File: config.mk
export PLATFORM = sky130hd
export DESIGN_NAME = regfile_ab
export DESIGN_NICKNAME = d
export VERILOG_FILES = /design/src/rtl/regfile_ab.sv
export SDC_FILE = /design/constraint.sdc
export NUM_CORES = 2
export LEC_CHECK = 0
export ABC_AREA = 0
export CAP_MARGIN = 20
export CORE_MARGIN = 1.5
export CORE_UTILIZATION = 37
export CTS_BUF_LIST = sky130_fd_sc_hd__clkbuf_4 sky130_fd_sc_hd__clkbuf_8
export DETAILED_ROUTE_END_ITERATION = 6
export GPL_TIMING_DRIVEN = 0
export SLEW_MARGIN = 10
export SYNTH_ARGS = -nofsm -noshare
export SYNTH_HDL_FRONTEND = slang
export SYNTH_SLANG_ARGS = --single-unit
File: constraint.sdc
create_clock -name Clk -period 114.3 [get_ports Clk]
set_input_delay 22.86 -clock Clk [delete_from_list [all_inputs] [get_ports Clk]]
set_output_delay 22.86 -clock Clk [all_outputs]
set_load 0.02 [all_outputs]
File: src/rtl/regfile_ab.sv
// -----------------------------------------------------------------------------
// regfile_ab : multicycle-CPU general register file with registered A/B
//              operand latches.
//
// 32 x WIDTH registers, one write port, two read ports. Register 0 always
// reads as zero. Register SP_INDEX resets to SP_INIT; every other register
// resets to zero. The read ports feed the A/B latches. These latches load in
// the decode cycle and hold their values across the execute and memory cycles.
//
// Ports
//   Clk        in   1      system clock, rising-edge active
//   Reset      in   1      asynchronous, active-high reset
//   RegWrite   in   1      write enable for the write port
//   WriteReg   in   5      destination register index (rt/rd select result)
//   WriteData  in   WIDTH  data to write
//   ReadReg1   in   5      source index for operand A (rs)
//   ReadReg2   in   5      source index for operand B (rt)
//   LoadAB     in   1      capture enable for the A/B latches
//   A          out  WIDTH  registered operand A
//   B          out  WIDTH  registered operand B
//   Zero1      out  1      registered flag: ReadReg1 was 0 at the last A load
// -----------------------------------------------------------------------------
module regfile_ab #(
  parameter int               WIDTH    = 32,
  parameter int               SP_INDEX = 29,
  parameter logic [WIDTH-1:0] SP_INIT  = 32'h0000_03FC
) (
  input  logic             Clk,
  input  logic             Reset,
  input  logic             RegWrite,
  input  logic [4:0]       WriteReg,
  input  logic [WIDTH-1:0] WriteData,
  input  logic [4:0]       ReadReg1,
  input  logic [4:0]       ReadReg2,
  input  logic             LoadAB,
  output logic [WIDTH-1:0] A,
  output logic [WIDTH-1:0] B,
  output logic             Zero1
);

  // Register array. Entry 0 is never enabled for writing, so it stays at its
  // reset value of zero and synthesis reduces it to a constant.
  logic [WIDTH-1:0] regs_q [32];

  // One-hot write enables decoded from WriteReg.
  logic [31:0]      wr_en_s;

  // Operand values seen by the latches, including the same-edge write bypass.
  logic [WIDTH-1:0] rd1_s;
  logic [WIDTH-1:0] rd2_s;

  // Operand latch state.
  logic [WIDTH-1:0] a_q, a_d;
  logic [WIDTH-1:0] b_q, b_d;
  logic             zero1_q, zero1_d;

  // Returns the value a read port sees. When a register is written on the same
  // edge that the latches load, the latch receives the new data (write-first).
  function automatic logic [WIDTH-1:0] port_value(
    input logic [4:0]       idx,
    input logic             we,
    input logic [4:0]       widx,
    input logic [WIDTH-1:0] wdata,
    input logic [WIDTH-1:0] stored
  );
    logic [WIDTH-1:0] v;
    if (idx == 5'd0) begin
      v = '0;
    end else if (we && (widx == idx)) begin
      v = wdata;
    end else begin
      v = stored;
    end
    return v;
  endfunction

  // Decodes the 5-bit destination into one-hot enables. Bit 0 stays low, so
  // a write to r0 changes nothing.
  always_comb begin
    wr_en_s = 32'd0;
    for (int i = 1; i < 32; i++) begin
      if (RegWrite && (WriteReg == 5'(i))) begin
        wr_en_s[i] = 1'b1;
      end else begin
        wr_en_s[i] = 1'b0;
      end
    end
  end

  // Register array storage. Reset clears every entry except the stack pointer.
  always_ff @(posedge Clk or posedge Reset) begin
    if (Reset) begin
      for (int i = 0; i < 32; i++) begin
        regs_q[i] <= (i == SP_INDEX) ? SP_INIT : {WIDTH{1'b0}};
      end
    end else begin
      for (int i = 1; i < 32; i++) begin
        if (wr_en_s[i]) begin
          regs_q[i] <= WriteData;
        end
      end
    end
  end

  // Read-port muxes with the write-first bypass.
  always_comb begin
    rd1_s = port_value(ReadReg1, RegWrite, WriteReg, WriteData, regs_q[ReadReg1]);
    rd2_s = port_value(ReadReg2, RegWrite, WriteReg, WriteData, regs_q[ReadReg2]);
  end

  // Next-state logic for the operand latches. The latches hold unless LoadAB
  // is high.
  always_comb begin
    a_d     = a_q;
    b_d     = b_q;
    zero1_d = zero1_q;
    if (LoadAB) begin
      a_d     = rd1_s;
      b_d     = rd2_s;
      zero1_d = (ReadReg1 == 5'd0);
    end else begin
      a_d     = a_q;
      b_d     = b_q;
      zero1_d = zero1_q;
    end
  end

  // Operand latch registers.
  always_ff @(posedge Clk or posedge Reset) begin
    if (Reset) begin
      a_q     <= '0;
      b_q     <= '0;
      zero1_q <= 1'b0;
    end else begin
      a_q     <= a_d;
      b_q     <= b_d;
      zero1_q <= zero1_d;
    end
  end

  assign A     = a_q;
  assign B     = b_q;
  assign Zero1 = zero1_q;

endmodule

==> qor.yml <==
status: "finished, final reports clean"
antenna_found_initial: 11
num_vias: 39680
yosysTopAreaCell: "dfrtp_1"
start_kind: "input port"
power_switching_uw: 337
synth_top_area_frac: 0.469
syn_avg_cell_area_sq_um: 14.8
hold_buffers: 0
tightest_slew_ns: 1.33
yosys-top-cells-area: "dfrtp_1 (47%), mux2_2 (21%), mux4_2 (17%)"
cts_sinks: 1057
gp_congestion: 1.02
p_per_area_mw_per_mm2: 17.6
synth_warnings: 32
synthArstFlopShare: 1.00
final_hold_viol_count: 0
dr.first_iter.drc_count: 5646
wl_microns: 231000
ir_worst_vdd_mv: 0.0111
ys_seq_area_frac: 0.473
first_pass_iters: 6
vias_per_cell: 6.34
power_uw: 1120
ys_ff_latch: 1057
cp-end-kind: "flip-flop"
setup_viol: 0
fmax_ghz: 0.0379
power_frac_clock: 0.327
critPathKind: "in -> reg"
period_share: 0.231
p_sw_frac: 0.300
initial_core_util: 0.373
synth_cells: 3784
comb_power_share: 0.223
area_growth_pct: 14.1
final_area_sq_mm: 0.0639
cts_resized: 0
maxSlewViolCount: 0
critPathArrivalTime_ns: 27.24
core-area_sq_mm: 0.150
clk_pin_slew_worst_paths_ns: 0.07
numCtsBuffers: 174
port_buffers: 105
die_x_microns: 392
cts_max_path_buffers: 3
slew_headroom: 0.113
grt_max_degree: 110
yosys_most_used_dff: "dfrtp_1"
grt_pass1_vias: 39009
hpwl_microns: 170000
rsz0062_at_grt: "no"
crit_fanout: 10
fp-row-count: 142
cts_tree: "done"
postLayoutSetupSlackWorst_ns: 87.90
root_buffer: "clkbuf_8"
synth.cell_area_sq_mm: 0.0560
hp-class: "reg -> reg"
cap_viol_max_count: 0
r2r_slack_ns: 111.88
synth.net_count: 3835
post_cts.repair.setup_buffers: 0
gr-total-overflow: 0
ioPinCount: 116
remaining_drc_errors: 0
grt_util_all_layers: 0.300
postLayoutCoreUtil: 0.426
tns_ns: 0
nets: 4141
p_seq_frac: 0.450
synth_edf_count: 0
dpl-instance-area_sq_mm: 0.0600
ys_types: 63
drive_gt1_frac: 0.485
p_leak_uw: 0.0274
finalClockSkew_ns: 0.0341
dp_slack_ns: 87.35
dieArea_sq_mm: 0.154
period_minus_slack_ns: 26.40
insertion_delay_ns: 0.92
htreeDepth: 4
wl_per_cell_microns: 36.9
fp.dieH_microns: 392
p_int_uw: 786
grt_pass1_wl_microns: 318000
cp.required_ns: 115.14
ant_nets: 0
==> final cells by class <==
class | instances | area (sq um)
antenna | 19 | 47.5
buffer | 411 | 2080
clock buffer | 291 | 3600
clock inverter | 22 | 178
fill | 13844 | 86100
inverter | 3 | 18.8
multi-input combinational | 2313 | 27500
sequential | 1057 | 26500
tap | 2016 | 2520
timing repair buffer | 130 | 1510
==> placed cells by master (no fill, tap or decap), types with 10 or more instances in the layout <==
cell type and count:
a21oi_1 11, clkbuf_2 10, o21ai_0 19, nor2b_1 40, buf_1 27, mux2_1 11, clkinv_2 14, buf_6 29
o22ai_1 69, clkbuf_4 65, nor3_1 16, mux2i_1 154, diode_2 19, nand3_1 22, buf_2 155, o311ai_0 18
mux4_2 415, mux2_2 1067, xnor2_1 10, o2bb2ai_1 10, clkdlybuf4s50_1 105, buf_4 16, a211oi_1 29, nor2_1 58
a22oi_1 117, clkbuf_8 227, nand2_1 62, a221oi_1 20, o41ai_1 30, clkbuf_1 173, buf_8 12, dfrtp_1 1049
buf_16 10, a22o_1 32
==> per-stage QoR <==
step / cells / hold WS, ns
6_report: 6262 / 0.517
5_1_grt: 6244 / 0.536
4_1_cts: 6241 / 0.523
3_5_place_dp: 5928 / 0.503
3_3_place_gp: 5905 / 0.498
2_1_floorplan: 3784 / 0.475
==> path summary, 6_finish.rpt <==
check,from,end,depth (start not counted)
worst min-delay path,regs_q[923]$_DFFE_PP0P_,regs_q[923]$_DFFE_PP0P_,1
min in group asynchronous,Reset,regs_q[84]$_DFFE_PP0P_,2
worst max-delay path,ReadReg1[4],A[4]$_DFFE_PP0P_,8
worst min register to register,regs_q[923]$_DFFE_PP0P_,regs_q[923]$_DFFE_PP0P_,1
max in group asynchronous,Reset,regs_q[836]$_DFFE_PP0P_,5
worst max register to register,regs_q[967]$_DFFE_PP0P_,A[7]$_DFFE_PP0P_,5
==> power by group through the flow <==
stage | Combinational, uW | Clock (uW) | Sequential (uW)
floorplan | 172 | 0 | 493
global placement | 239 | 0 | 507
detailed placement | 245 | 0 | 509
CTS | 246 | 369 | 502
global route | 262 | 385 | 514
finish | 251 | 367 | 506
==> flip-flops by register name, indices dropped and copies added, names as in the netlist <==
name	flops
A	32
B	32
Zero1	1
regs_q	992
==> kinds of logic (layout without fill, tap and decap cells) <==
kind of cell	after synthesis	after routing	synth area share
and+or+nand+nor	254	254	0.0230
other	0	19	0
muxes	1647	1647	0.411
xor gates and xnor gates	10	10	0.00156
AOI/OAI and AO/OA	402	402	0.0544
DFF	1057	1057	0.473
buffers and inverters	414	857	0.0372
==> layer usage <==
layer	vias up	wire length, microns	track usage
li1	15367	-	-
met1	21321	91200	0.395
met2	2386	99100	0.435
met3	598	26000	0.0973
met4	8	14900	0.169
met5	-	46	0
==> synth_stat cells, types with 11 or more instances <==
cell,count
o21ai_0,19
a22o_1,32
buf_1,28
o311ai_0,18
nor2_1,59
nor2b_1,40
mux2_2,1067
a211oi_1,29
a221oi_1,20
a21oi_1,11
mux2_1,11
buf_4,16
dfrtp_1,1049
o41ai_1,30
nand2_1,62
o22ai_1,69
clkbuf_1,181
a22oi_1,117
buf_2,153
mux4_2,415
nor3_1,16
mux2i_1,154
buf_6,27
nand3_1,22
==> worst max-delay path, stage by stage <==
cell and delay (ns):
clkdlybuf4s50_1 0.66, buf_2 0.50, xnor2_1 0.20, nand4_1 0.51, nor2_1 1.03, clkbuf_1 0.94, a311oi_1 0.27, o2bb2ai_1 0.23
No activity file was read; power rests on OpenSTA's default activity.
